### src/rtl/instr_decode_stage.sv
// Instruction-decode stage for a 5-stage MIPS pipeline.
// Holds the architectural register file, decodes the IF/ID slot, reads the
// operands (bypassing a same-cycle write-back), extends the immediate,
// forms the branch and jump targets, and registers the result into the
// ID/EX slot. Load-use hazards insert a single bubble; downstream stall and
// flush control whether the slot advances.
module instr_decode_stage #(
  parameter  int DATA_W   = 32,
  parameter  int NUM_REGS = 32,
  localparam int AW       = $clog2(NUM_REGS)
) (
  input  logic              clk,
  input  logic              rst_n,
  input  logic              id_valid,
  input  logic [31:0]       instr,
  input  logic [DATA_W-1:0] pc_4,
  output logic              id_ready,
  input  logic              wb_we,
  input  logic [AW-1:0]     wb_addr,
  input  logic [DATA_W-1:0] wb_data,
  input  logic              ex_stall,
  input  logic              flush,
  output logic              ex_valid,
  output logic [5:0]        ex_opcode,
  output logic [5:0]        ex_funct,
  output logic [AW-1:0]     ex_rs,
  output logic [AW-1:0]     ex_rt,
  output logic [AW-1:0]     ex_rd,
  output logic [DATA_W-1:0] ex_rdata1,
  output logic [DATA_W-1:0] ex_rdata2,
  output logic [DATA_W-1:0] ex_imm,
  output logic [DATA_W-1:0] ex_br_target,
  output logic [DATA_W-1:0] ex_jump_dest
);

  localparam logic [5:0] OP_RTYPE = 6'h00;
  localparam logic [5:0] OP_BEQ   = 6'h04;
  localparam logic [5:0] OP_BNE   = 6'h05;
  localparam logic [5:0] OP_ANDI  = 6'h0C;
  localparam logic [5:0] OP_ORI   = 6'h0D;
  localparam logic [5:0] OP_XORI  = 6'h0E;
  localparam logic [5:0] OP_LW    = 6'h23;
  localparam logic [5:0] OP_SW    = 6'h2B;

  logic [DATA_W-1:0] regFile [NUM_REGS];

  logic [5:0]        opcode;
  logic [5:0]        funct;
  logic [AW-1:0]     rsIdx;
  logic [AW-1:0]     rtIdx;
  logic [AW-1:0]     rdIdx;
  logic [DATA_W-1:0] readData1;
  logic [DATA_W-1:0] readData2;
  logic [DATA_W-1:0] immExt;
  logic [DATA_W-1:0] brTarget;
  logic [DATA_W-1:0] jumpDest;
  logic              usesRt;
  logic              loadUseHazard;

  // Field extraction; register indices keep only the low AW bits.
  always_comb begin
    opcode = instr[31:26];
    funct  = instr[5:0];
    rsIdx  = instr[21 +: AW];
    rtIdx  = instr[16 +: AW];
    rdIdx  = instr[11 +: AW];
  end

  // Register file write port; $0 is never written so it always reads zero.
  always_ff @(posedge clk or negedge rst_n) begin
    if (!rst_n) begin
      for (int i = 0; i < NUM_REGS; i++) begin
        regFile[i] <= '0;
      end
    end else if (wb_we && (wb_addr != '0)) begin
      regFile[wb_addr] <= wb_data;
    end
  end

  // Operand reads, with write-back data bypassed when it targets the same register.
  always_comb begin
    readData1 = regFile[rsIdx];
    readData2 = regFile[rtIdx];
    if (wb_we && (wb_addr == rsIdx)) begin
      readData1 = wb_data;
    end
    if (wb_we && (wb_addr == rtIdx)) begin
      readData2 = wb_data;
    end
    if (rsIdx == '0) begin
      readData1 = '0;
    end
    if (rtIdx == '0) begin
      readData2 = '0;
    end
  end

  // Immediate extension: logical immediates are zero-extended, all others sign-extended.
  always_comb begin
    immExt = {{(DATA_W-16){instr[15]}}, instr[15:0]};
    if ((opcode == OP_ANDI) || (opcode == OP_ORI) || (opcode == OP_XORI)) begin
      immExt = {{(DATA_W-16){1'b0}}, instr[15:0]};
    end
  end

  // Branch and jump targets; the adder wraps naturally at DATA_W bits.
  always_comb begin
    brTarget = pc_4 + (immExt << 2);
    jumpDest = {pc_4[DATA_W-1:28], instr[25:0], 2'b00};
  end

  // Load-use detection against the load currently sitting in ID/EX.
  always_comb begin
    usesRt = (opcode == OP_RTYPE) || (opcode == OP_SW) ||
             (opcode == OP_BEQ)   || (opcode == OP_BNE);
    loadUseHazard = 1'b0;
    if (id_valid && ex_valid && (ex_opcode == OP_LW) && (ex_rt != '0)) begin
      loadUseHazard = (ex_rt == rsIdx) || (usesRt && (ex_rt == rtIdx));
    end
  end

  // Flush always lets the slot drain; otherwise a stall or a hazard holds IF.
  assign id_ready = flush || (!ex_stall && !loadUseHazard);

  // ID/EX slot update in priority order: flush, stall, hazard bubble, advance.
  always_ff @(posedge clk or negedge rst_n) begin
    if (!rst_n) begin
      ex_valid     <= 1'b0;
      ex_opcode    <= '0;
      ex_funct     <= '0;
      ex_rs        <= '0;
      ex_rt        <= '0;
      ex_rd        <= '0;
      ex_rdata1    <= '0;
      ex_rdata2    <= '0;
      ex_imm       <= '0;
      ex_br_target <= '0;
      ex_jump_dest <= '0;
    end else if (flush) begin
      ex_valid <= 1'b0;
    end else if (ex_stall) begin
      ex_valid <= ex_valid;
    end else if (loadUseHazard) begin
      ex_valid <= 1'b0;
    end else begin
      ex_valid     <= id_valid;
      ex_opcode    <= opcode;
      ex_funct     <= funct;
      ex_rs        <= rsIdx;
      ex_rt        <= rtIdx;
      ex_rd        <= rdIdx;
      ex_rdata1    <= readData1;
      ex_rdata2    <= readData2;
      ex_imm       <= immExt;
      ex_br_target <= brTarget;
      ex_jump_dest <= jumpDest;
    end
  end

endmodule

### config.mk
export PLATFORM = sky130hd
export DESIGN_NAME = instr_decode_stage
export DESIGN_NICKNAME = d
export VERILOG_FILES = /design/src/rtl/instr_decode_stage.sv
export SDC_FILE = /design/constraint.sdc
export NUM_CORES = 2
export LEC_CHECK = 0
export CAP_MARGIN = 20
export CELL_PAD_IN_SITES_DETAIL_PLACEMENT = 1
export CELL_PAD_IN_SITES_GLOBAL_PLACEMENT = 1
export CORE_MARGIN = 2
export CORE_UTILIZATION = 50
export DETAILED_ROUTE_END_ITERATION = 16
export HOLD_SLACK_MARGIN = 0.1
export PLACE_DENSITY_LB_ADDON = 0.08
export SYNTH_ARGS = -nofsm -noshare
export SYNTH_HDL_FRONTEND = slang
export SYNTH_SLANG_ARGS = --single-unit
### constraint.sdc
create_clock -name clk -period 4.45 [get_ports clk]
set_input_delay 0.89 -clock clk [delete_from_list [all_inputs] [get_ports clk]]
set_output_delay 0.89 -clock clk [all_outputs]
set_load 0.01 [all_outputs]
==> results.cfg <==
[run_status]
status = complete, no violations

[die]
initial_core_util_pct = 50.4
rows = 127
dieWidth_um = 352
dieArea_mm2 = 0.124
ios = 296
core_area_mm2 = 0.120
die_y_um = 352

[global_route]
grt_start_max_net_pins = 139
antenna_found_initial = 8
grtUsageTotal_pct = 32.8
grt_pass1_vias = 43600
grt_pass1_wl_um = 294000
grt_remaining_overflow = 0

[clock_network]
postCtsSetupRepairBufs = 0
hold_buffers = 1
htreeDepth = 4
ctsResizeCount = 0
cts_buffer_depth = 3
cts_tree = done
cts-root-buf = clkbuf_16
clk_latency_ns = 0.76
cts.reportedPaths.clkPinSlew_ns = 0.06
numCtsBuffers = 133
cts_num_sinks = 1158

[pwr]
p_leak_uw = 0.0295
power.density_mw_per_mm2 = 462
ir_worst_vdd_mv = 0.410

[sta]
setup_tns_ns = 0
finalCritPeriodShare_pct = 93.1
worst_slew_pin_slew_ns = 1.14
fin_skew_ns = 0.0337
fin_crit_ns = 4.14
finalSetupViolations = 0
hold_viol = 0
maxSlewViolCount = 0
hold_slack_ns = 0.396
max_slew_margin_pct = 23.7
rsz0062_at_grt = false
fmax_ghz = 0.241

[placement]
port_buffers = 293
dpl.hpwl_um = 119000
place_congestion = 0.821
placed_cell_area_mm2 = 0.0651
dp.cells = 5981

[hold_path]
whs_path_depth = 0
hold_path_startpoint = regFile[1003]
hold_class = reg2reg
worstHoldEndpoint = regFile[1003]

[worst_setup_path]
crit_arrival_ns = 3.25
path_buf_inv = 1
timing.rr.start = ex_rt[1]
slowest_stage = or4_4
worstSetupEndpointType = primary output
rrSetupSlack_ns = 1.30
cp_max_fo = 6
required_ns = 3.56
reg2reg_depth = 6
path_cells = or4_4 -> o211a_1 -> nor4b_1 -> a31o_2 -> o21bai_1 -> clkdlybuf4s50_1
crit_family = simple AND/OR/NAND/NOR gates
r2r_end = ex_rdata1[0]
critical_path_class = reg2out
slowest_delay_ns = 0.60
crit_path_start_kind = flip-flop

[yosys]
synth-edff-count = 0
synth_top_cell_by_area = dfrtp_1
netlist_area_mm2 = 0.0605
yosysWarnings = 0
async_reset_ff_share_pct = 100
synthesis.area_per_instance_um2 = 13.6
syn_inst = 4433
yosysSeqAreaShare_pct = 47.9
synthTopCellsByArea = dfrtp_1 (48%), mux4_2 (24%), mux2_2 (10%)
synth.distinct_cells = 61
synth-seq-cells = 1158
ys.flop_type = dfrtp_1
netlist.area_leader.share_pct = 47.9

[cells_and_area]
utilization_pct = 57.9
nNetsFinal = 4642
syn2layout_area_growth_pct = 14.9
layout_commonest_cell = dfrtp_1
finalNonFillerCells = 6216
fillCellCount = 11300
post-route-cell-area_mm2 = 0.0695
layout_common_cells = dfrtp_1 (1158), mux4_2 (640), nand2_1 (604), mux2_2 (550), o21ai_0 (526)
drive_gt1_share_pct = 35.7

[drt]
wirelength_um = 198000
wire_per_inst_um = 31.8
vias = 40600
ant_nets = 0
first_pass_iters = 5
drtIter0Drc = 3020
route.detailed.vias_per_inst = 6.54
drc = 0

[flow_run]
cap_violations = 0
-- cell usage after synthesis, types with 6 or more instances --
library cell  instances
dfrtp_1            1158
mux4_2              640
nand2_1             621
mux2_2              550
o21ai_0             526
clkbuf_1            332
mux2i_1              65
o221ai_2             60
buf_1                56
buf_4                54
buf_2                44
inv_1                41
nor2_1               36
a21oi_1              30
ha_1                 29
xor2_1               25
xnor2_1              19
nand3_1              11
a21o_1                9
nand4_1               9
buf_6                 8
and3_1                7
nor3_1                7
a31oi_1               6
o21bai_1              6
-- metal layers --
| metal | routed length (um) | global-route usage, % | vias to the layer above |
|---|---|---|---|
| met5 | 13 | 0 | - |
| met4 | 7420 | 12.4 | 2 |
| met3 | 12700 | 6.45 | 398 |
| met2 | 97200 | 54.3 | 1418 |
| met1 | 80200 | 43.0 | 22100 |
| li1 | - | - | 16700 |
-- flip-flops by register name, summed over array words and instances (netlist names), 4 cells and up --
name / count
ex_funct: 5
ex_br_target: 32
ex_jump_dest: 6
ex_imm: 8
ex_rd: 4
ex_rdata1: 32
ex_rs: 4
regFile: 1024
ex_rdata2: 32
ex_rt: 4
ex_opcode: 6
-- report_power, final --
part           switching [uW]  internal, uW  total, uW
combinational            2850          4000       6850
sequential               1580         12500      14100
clock                    4480          6650      11100
-- cell type report --
type / count / area (um^2) / area share (%)
diodes: 4 / 10.0 / 0.0144
clock buffers: 201 / 4010 / 5.78
clock inverters: 29 / 365 / 0.526
inverters: 41 / 154 / 0.222
multi-input cells: 2741 / 29400 / 42.4
flip-flops and latches: 1158 / 29000 / 41.7
well taps: 1612 / 2020 / 2.90
repair buffers: 430 / 4490 / 6.46
-- worst max path at each step --
stage,start,endpoint,slack (ns),depth (start not counted)
6_report,ex_rt[1],id_ready,0.31,6
5_1_grt,ex_rt[1],id_ready,0.22,6
3_5_place_dp,instr[30],ex_br_target[29],0.19,13
4_1_cts,ex_rt[1],id_ready,0.25,6
2_1_floorplan,instr[21],ex_rdata1[10],1.27,7
3_3_place_gp,instr[30],ex_br_target[29],0.22,13
-- stage by stage --
step / power, uW / worst slack, ns
6_report: 32100 / 0.308
3_5_place_dp: 21100 / 0.187
5_1_grt: 33500 / 0.215
3_3_place_gp: 20700 / 0.221
2_1_floorplan: 18400 / 1.27
4_1_cts: 32300 / 0.250
-- logic make-up (layout without fill, tap and decap cells) --
group | count (synthesis) | count (layout) | synth area share, %
adder cells (fa/ha/maj) | 30 | 30 | 0.633
XOR/XNOR | 44 | 44 | 0.637
AO/OA/AOI/OAI | 675 | 675 | 6.87
flip-flops | 1158 | 1158 | 47.9
buffers and inverters | 535 | 701 | 3.85
multiplexers | 1255 | 1255 | 35.2
other | 1 | 6 | 0.00620
AND/OR/NAND/NOR | 735 | 735 | 4.94
Note: power is estimated with default switching activity, not from simulation.
